==> config.mk <==
export PLATFORM = sky130hd
export DESIGN_NAME = hist_eq_frame_sequencer
export DESIGN_NICKNAME = d
export VERILOG_FILES = /design/src/rtl/hist_eq_frame_sequencer.sv
export SDC_FILE = /design/constraint.sdc
export NUM_CORES = 1
export LEC_CHECK = 0
export BUFFER_PORTS_ARGS = -buffer_cell sky130_fd_sc_hd__clkbuf_2
export CORE_ASPECT_RATIO = 1.5
export CORE_MARGIN = 10
export CORE_UTILIZATION = 55
export CTS_CLUSTER_DIAMETER = 200
export CTS_CLUSTER_SIZE = 25
export DETAILED_ROUTE_END_ITERATION = 10
export PLACE_DENSITY = 0.75
export SYNTH_ARGS = -nofsm -noshare
export SYNTH_HDL_FRONTEND = slang
export SYNTH_SLANG_ARGS = --single-unit
==> constraint.sdc <==
create_clock -name i_clk -period 2.83 [get_ports i_clk]
set_input_delay 0.566 -clock i_clk [delete_from_list [all_inputs] [get_ports i_clk]]
set_output_delay 0.566 -clock i_clk [all_outputs]
set_load 0.005 [all_outputs]
==> src/rtl/hist_eq_frame_sequencer.sv <==
`default_nettype none
// +-----------------------------------------------------------------------------+
// | hist_eq_frame_sequencer                                                       |
// | Per-frame control: gate one frame of histogram accumulation, then run the    |
// | CDF build, scaled-LUT calculation, ping-pong LUT bank swap and bin clear.    |
// | Revision: 1.0                                                                |
// +-----------------------------------------------------------------------------+
module hist_eq_frame_sequencer #(
  parameter int DataWidth    = 8,
  parameter int NumPixels    = 307200,
  parameter int inWidth      = $clog2(NumPixels),
  parameter int NumIntLevels = 2**DataWidth,
  parameter int CalcCycles   = NumIntLevels + 2,
  parameter int CdfTimeout   = 4 * NumIntLevels
) (
  input  logic                 i_clk,
  input  logic                 i_reset_n,
  input  logic                 i_pix_valid,
  input  logic                 i_pix_ready,
  input  logic                 i_pix_sof,
  input  logic                 i_cdf_done,
  output logic                 o_hist_en,
  output logic                 o_hist_clr,
  output logic [DataWidth-1:0] o_hist_clr_addr,
  output logic                 o_cdf_start,
  output logic                 o_start_calc,
  output logic                 o_lut_bank,
  output logic                 o_lut_swap,
  output logic                 o_busy,
  output logic                 o_frame_err,
  output logic                 o_cdf_timeout,
  output logic [15:0]          o_frames_done
);

  localparam int c_TMR_W = $clog2(CdfTimeout + CalcCycles + 1);

  localparam logic [2:0] c_ST_CLEAR = 3'd0;
  localparam logic [2:0] c_ST_IDLE  = 3'd1;
  localparam logic [2:0] c_ST_ACCUM = 3'd2;
  localparam logic [2:0] c_ST_CDF   = 3'd3;
  localparam logic [2:0] c_ST_SCALE = 3'd4;
  localparam logic [2:0] c_ST_SWAP  = 3'd5;

  logic [2:0]           r_state;
  logic [DataWidth-1:0] r_clr_addr;
  logic [inWidth-1:0]   r_pix_cnt;
  logic [c_TMR_W-1:0]   r_timer;
  logic                 r_lut_bank;
  logic                 r_frame_err;
  logic                 r_cdf_timeout;
  logic [15:0]          r_frames_done;

  logic w_accept;
  logic w_last_pix;
  logic w_last_bin;
  logic w_cdf_expired;

  assign w_accept      = i_pix_valid && i_pix_ready;
  assign w_last_pix    = (r_pix_cnt == inWidth'(NumPixels - 1));
  assign w_last_bin    = (r_clr_addr == DataWidth'(NumIntLevels - 1));
  assign w_cdf_expired = (r_timer == c_TMR_W'(CdfTimeout - 1));

  // A sof inside ACCUM aborts the frame, so that pixel must not reach the histogram.
  assign o_hist_en       = w_accept && (((r_state == c_ST_IDLE) && i_pix_sof) ||
                                        ((r_state == c_ST_ACCUM) && !i_pix_sof));
  assign o_hist_clr      = (r_state == c_ST_CLEAR);
  assign o_hist_clr_addr = r_clr_addr;
  assign o_cdf_start     = (r_state == c_ST_CDF) && (r_timer == '0);
  assign o_start_calc    = (r_state == c_ST_SCALE) && (r_timer == c_TMR_W'(CalcCycles - 1));
  assign o_lut_swap      = (r_state == c_ST_SWAP);
  assign o_lut_bank      = r_lut_bank;
  assign o_busy          = (r_state != c_ST_IDLE) && (r_state != c_ST_ACCUM);
  assign o_frame_err     = r_frame_err;
  assign o_cdf_timeout   = r_cdf_timeout;
  assign o_frames_done   = r_frames_done;

  always_ff @(posedge i_clk or negedge i_reset_n) begin
    if (!i_reset_n) begin
      r_state       <= c_ST_CLEAR;
      r_clr_addr    <= '0;
      r_pix_cnt     <= '0;
      r_timer       <= '0;
      r_lut_bank    <= 1'b0;
      r_frame_err   <= 1'b0;
      r_cdf_timeout <= 1'b0;
      r_frames_done <= '0;
    end else begin
      case (r_state)
        c_ST_CLEAR: begin
          r_clr_addr <= w_last_bin ? '0 : r_clr_addr + DataWidth'(1);
          if (w_last_bin) r_state <= c_ST_IDLE;
        end
        c_ST_IDLE: begin
          if (w_accept && i_pix_sof) begin
            r_state   <= c_ST_ACCUM;
            r_pix_cnt <= inWidth'(1);
          end
        end
        c_ST_ACCUM: begin
          if (w_accept) begin
            if (i_pix_sof) begin
              r_frame_err <= 1'b1;
              r_pix_cnt   <= '0;
              r_state     <= c_ST_CLEAR;
            end else if (w_last_pix) begin
              r_pix_cnt <= '0;
              r_timer   <= '0;
              r_state   <= c_ST_CDF;
            end else begin
              r_pix_cnt <= r_pix_cnt + inWidth'(1);
            end
          end
        end
        c_ST_CDF: begin
          if (i_cdf_done) begin
            r_timer <= c_TMR_W'(CalcCycles - 1);
            r_state <= c_ST_SCALE;
          end else if (w_cdf_expired) begin
            r_cdf_timeout <= 1'b1;
            r_timer       <= '0;
            r_state       <= c_ST_CLEAR;
          end else begin
            r_timer <= r_timer + c_TMR_W'(1);
          end
        end
        c_ST_SCALE: begin
          // Bank flips on entry to SWAP so bank and swap pulse line up in one cycle.
          if (r_timer == '0) begin
            r_lut_bank    <= ~r_lut_bank;
            r_frames_done <= r_frames_done + 16'd1;
            r_state       <= c_ST_SWAP;
          end else begin
            r_timer <= r_timer - c_TMR_W'(1);
          end
        end
        c_ST_SWAP: r_state <= c_ST_CLEAR;
        default:   r_state <= c_ST_CLEAR;
      endcase
    end
  end

endmodule
`default_nettype wire

==> flow_summary.toml <==
[outcome]
status = "complete, no violations"

[sta]
post-route-min-period_ns = 2.69
worst_slew_pin_slew_ns = 0.649
holdWs_ns = 0.230
drv_slew = 0
finalHoldViolCount = 0
max_slew_margin_pct = 56.7
timing.final.crit_share_pct = 94.9
finalSetupViolations = 0
skew_ns = 0.00621
fin_setup_tns_ns = 0
fmax_ghz = 0.372
rsz0062_at_grt = "no"

[power_and_ir_drop]
power.density_mw_per_mm2 = 896
power_switching_w = 0.00146
switching_share_pct = 40.6
power_leakage_nw = 1.84
intPower_w = 0.00213
peakVddDrop_mv = 0.624
p_seq_share_pct = 34.5
clkPwrFrac_pct = 22.9
p_comb_share_pct = 42.7

[logic_synthesis]
synth_warnings = 0
ys_ff_latch = 60
synth_top_area_share_pct = 43.8
synth.yosys.seq_area_share_pct = 43.8
async_flop_share_pct = 100
netlist_area_sq_mm = 0.00342
synth_top_area_cell = "dfrtp_1"
synth_flop_cell = "dfrtp_1"
yosys.cell_types.count = 60
synth_edf_count = 0
synthTopCellsByArea = "dfrtp_1 (44%), xnor2_1 (6.4%), nand2_1 (4.5%), nor2_1 (3.6%), o21ai_0 (2.9%)"
netlist_instances = 370
ys_top_cells_by_count = "dfrtp_1 (60), nand2_1 (41), nor2_1 (33)"
synthesis.nets = 382
yosysMostFrequentCell = "dfrtp_1"
avgSynthCellArea_sq_um = 9.26

[route]
finalWirelength_mm = 8.62
via_per_inst = 6.11
ant_nets = 0
dr_total_vias = 3066
initialDrtViolationCount = 152
dr.pass1.iters = 4
wl_per_cell_microns = 17.2
drc = 0

[clock_tree]
cts-htree-levels = 3
cts.path.max_buffers = 2
cts_setup_buffers = 0
tritoncts = "built"
holdBufCountCts = 0
cts_root_buf = "clkbuf_8"
cts.clk_slew.worst_paths_ns = 0.07
clkLatencyLatePin_ns = 0.35
post_cts_resize_count = 0
clock-sinks = 60
cts_made_buffers = 9

[setup_path]
reg2reg_slack_ns = 0.14
critical_path_required_ns = 3.11
cp-end-kind = "flop"
critPathLaunch = "r_timer[1]"
r2r_start = "r_timer[1]"
crit_fanout = 6
cp.arrival_ns = 2.96
r2r_cells = 7
startpoint_type = "flop"
r2r-end = "o_frames_done[8]"
crit_type = "flop to flop"

[global_route]
gr-usage-all-layers_pct = 18.2
grt_pass1_vias = 3012
grt_pass1_wl_mm = 14.7
antenna_found_initial = 0
grt_max_degree = 28
grt_overflow = 0

[die]
die_x_microns = 84.4
die_area_sq_mm = 0.00985
rows = 35
design.core.area_sq_mm = 0.00609
io_pins = 39
start_util_pct = 56.3
die_h_microns = 117

[run]
drv_cap = 0

[layout]
drive_gt1_share_pct = 20.1
n_antenna_cell = 0
fin_nets = 435
syn_to_final_growth_pct = 17.0
final_core_util_pct = 65.8

[placement]
dp_hpwl_mm = 6.33
place_congestion = 0.957
port_buffers = 38

[worst_hold_path]
hold_path.class = "input port to async pin"
==> logic make-up (layout without fill, tap and decap cells) <==
logic type	Yosys count	in the layout	synth area share, %
and+or+nand+nor	170	170	27.4
AOI/OAI and AO/OA	70	70	13.6
xor gates and xnor gates	35	35	8.95
buffers and inverters	25	83	2.81
muxes	4	4	1.24
DFF	60	60	43.8
adders and majority gates	6	6	2.19
==> through the flow <==
| step | instance area, sq um | total power [W] | cells | setup WS [ns] |
|---|---|---|---|---|
| floorplan | 3420 | 0.00217 | 370 | 0.322 |
| global placement | 3790 | 0.00271 | 486 | 0.250 |
| detailed placement | 3790 | 0.00273 | 486 | 0.150 |
| CTS | 4010 | 0.00358 | 502 | 0.116 |
| global route | 4010 | 0.00382 | 502 | 0.0361 |
| finish | 4010 | 0.00359 | 502 | 0.143 |
==> routing by layer <==
layer  vias up  global-route usage [%]  part of all wire, %
li1       1449                       -                    -
met1      1479                    19.7                   39
met2       106                    31.7                   52
met3        32                    4.26                  4.8
met4         0                    10.9                  4.5
met5         -                       0                    0
==> critical path, stage by stage (launching register included) <==
cell	delay, ns
dfrtp_1	0.44
inv_1	0.13
ha_1	0.24
or4bb_1	0.56
or4_1	0.56
nor3_2	0.31
and3_1	0.22
xor2_1	0.15
==> how the worst max path moves through the flow <==
| stage | endpoint | slack, ns |
|---|---|---|
| final | o_frames_done[8] | 0.14 |
| after global placement | o_frames_done[15] | 0.25 |
| after floorplan | r_timer[7] | 0.32 |
| after CTS | o_frames_done[15] | 0.12 |
| after global routing | o_frames_done[8] | 0.04 |
| after detailed placement | o_frames_done[15] | 0.15 |
==> cell usage in the layout (no fill, tap or decap), types with 5 or more instances in the layout <==
cell type  synthesis  final
nand3_1           15     15
and3_1            10     10
ha_1               6      6
buf_4              0     20
a21oi_1           12     12
clkbuf_8           0     11
xor2_1            10     10
nand4_1           13     13
clkbuf_2           0     38
inv_1              9      9
xnor2_1           25     25
dfrtp_1           60     60
a31oi_1            7      7
o21ai_0           20     20
nand2_1           41     41
and4_1             7      7
nor3_1             7      7
and2_1             5      5
nor2_1            33     33
==> flip-flops by register name (all words and copies together) (netlist names) <==
register and count:
r_timer 11, o_lut_bank 1, o_frame_err 1, o_hist_clr_addr 8
o_frames_done 16, o_cdf_timeout 1, r_pix_cnt 19, r_state 3
==> layout make-up <==
class / instances / area [sq um]
multi-input cells: 285 / 1830
inverters: 9 / 33.8
fillers: 487 / 2080
flip-flops and latches: 60 / 1500
well taps: 74 / 92.6
repair buffers: 58 / 340
clock buffers: 11 / 151
clock inverters: 5 / 58.8
==> power by group through the flow <==
stage	combinational (W)	sequential, W	clock [W]
finish	0.00153	0.00124	0.000820
global route	0.00168	0.00127	0.000868
CTS	0.00152	0.00123	0.000834
detailed placement	0.00149	0.00124	0
global placement	0.00147	0.00124	0
floorplan	0.000979	0.00119	0
Power figures use the tool's default switching activity.
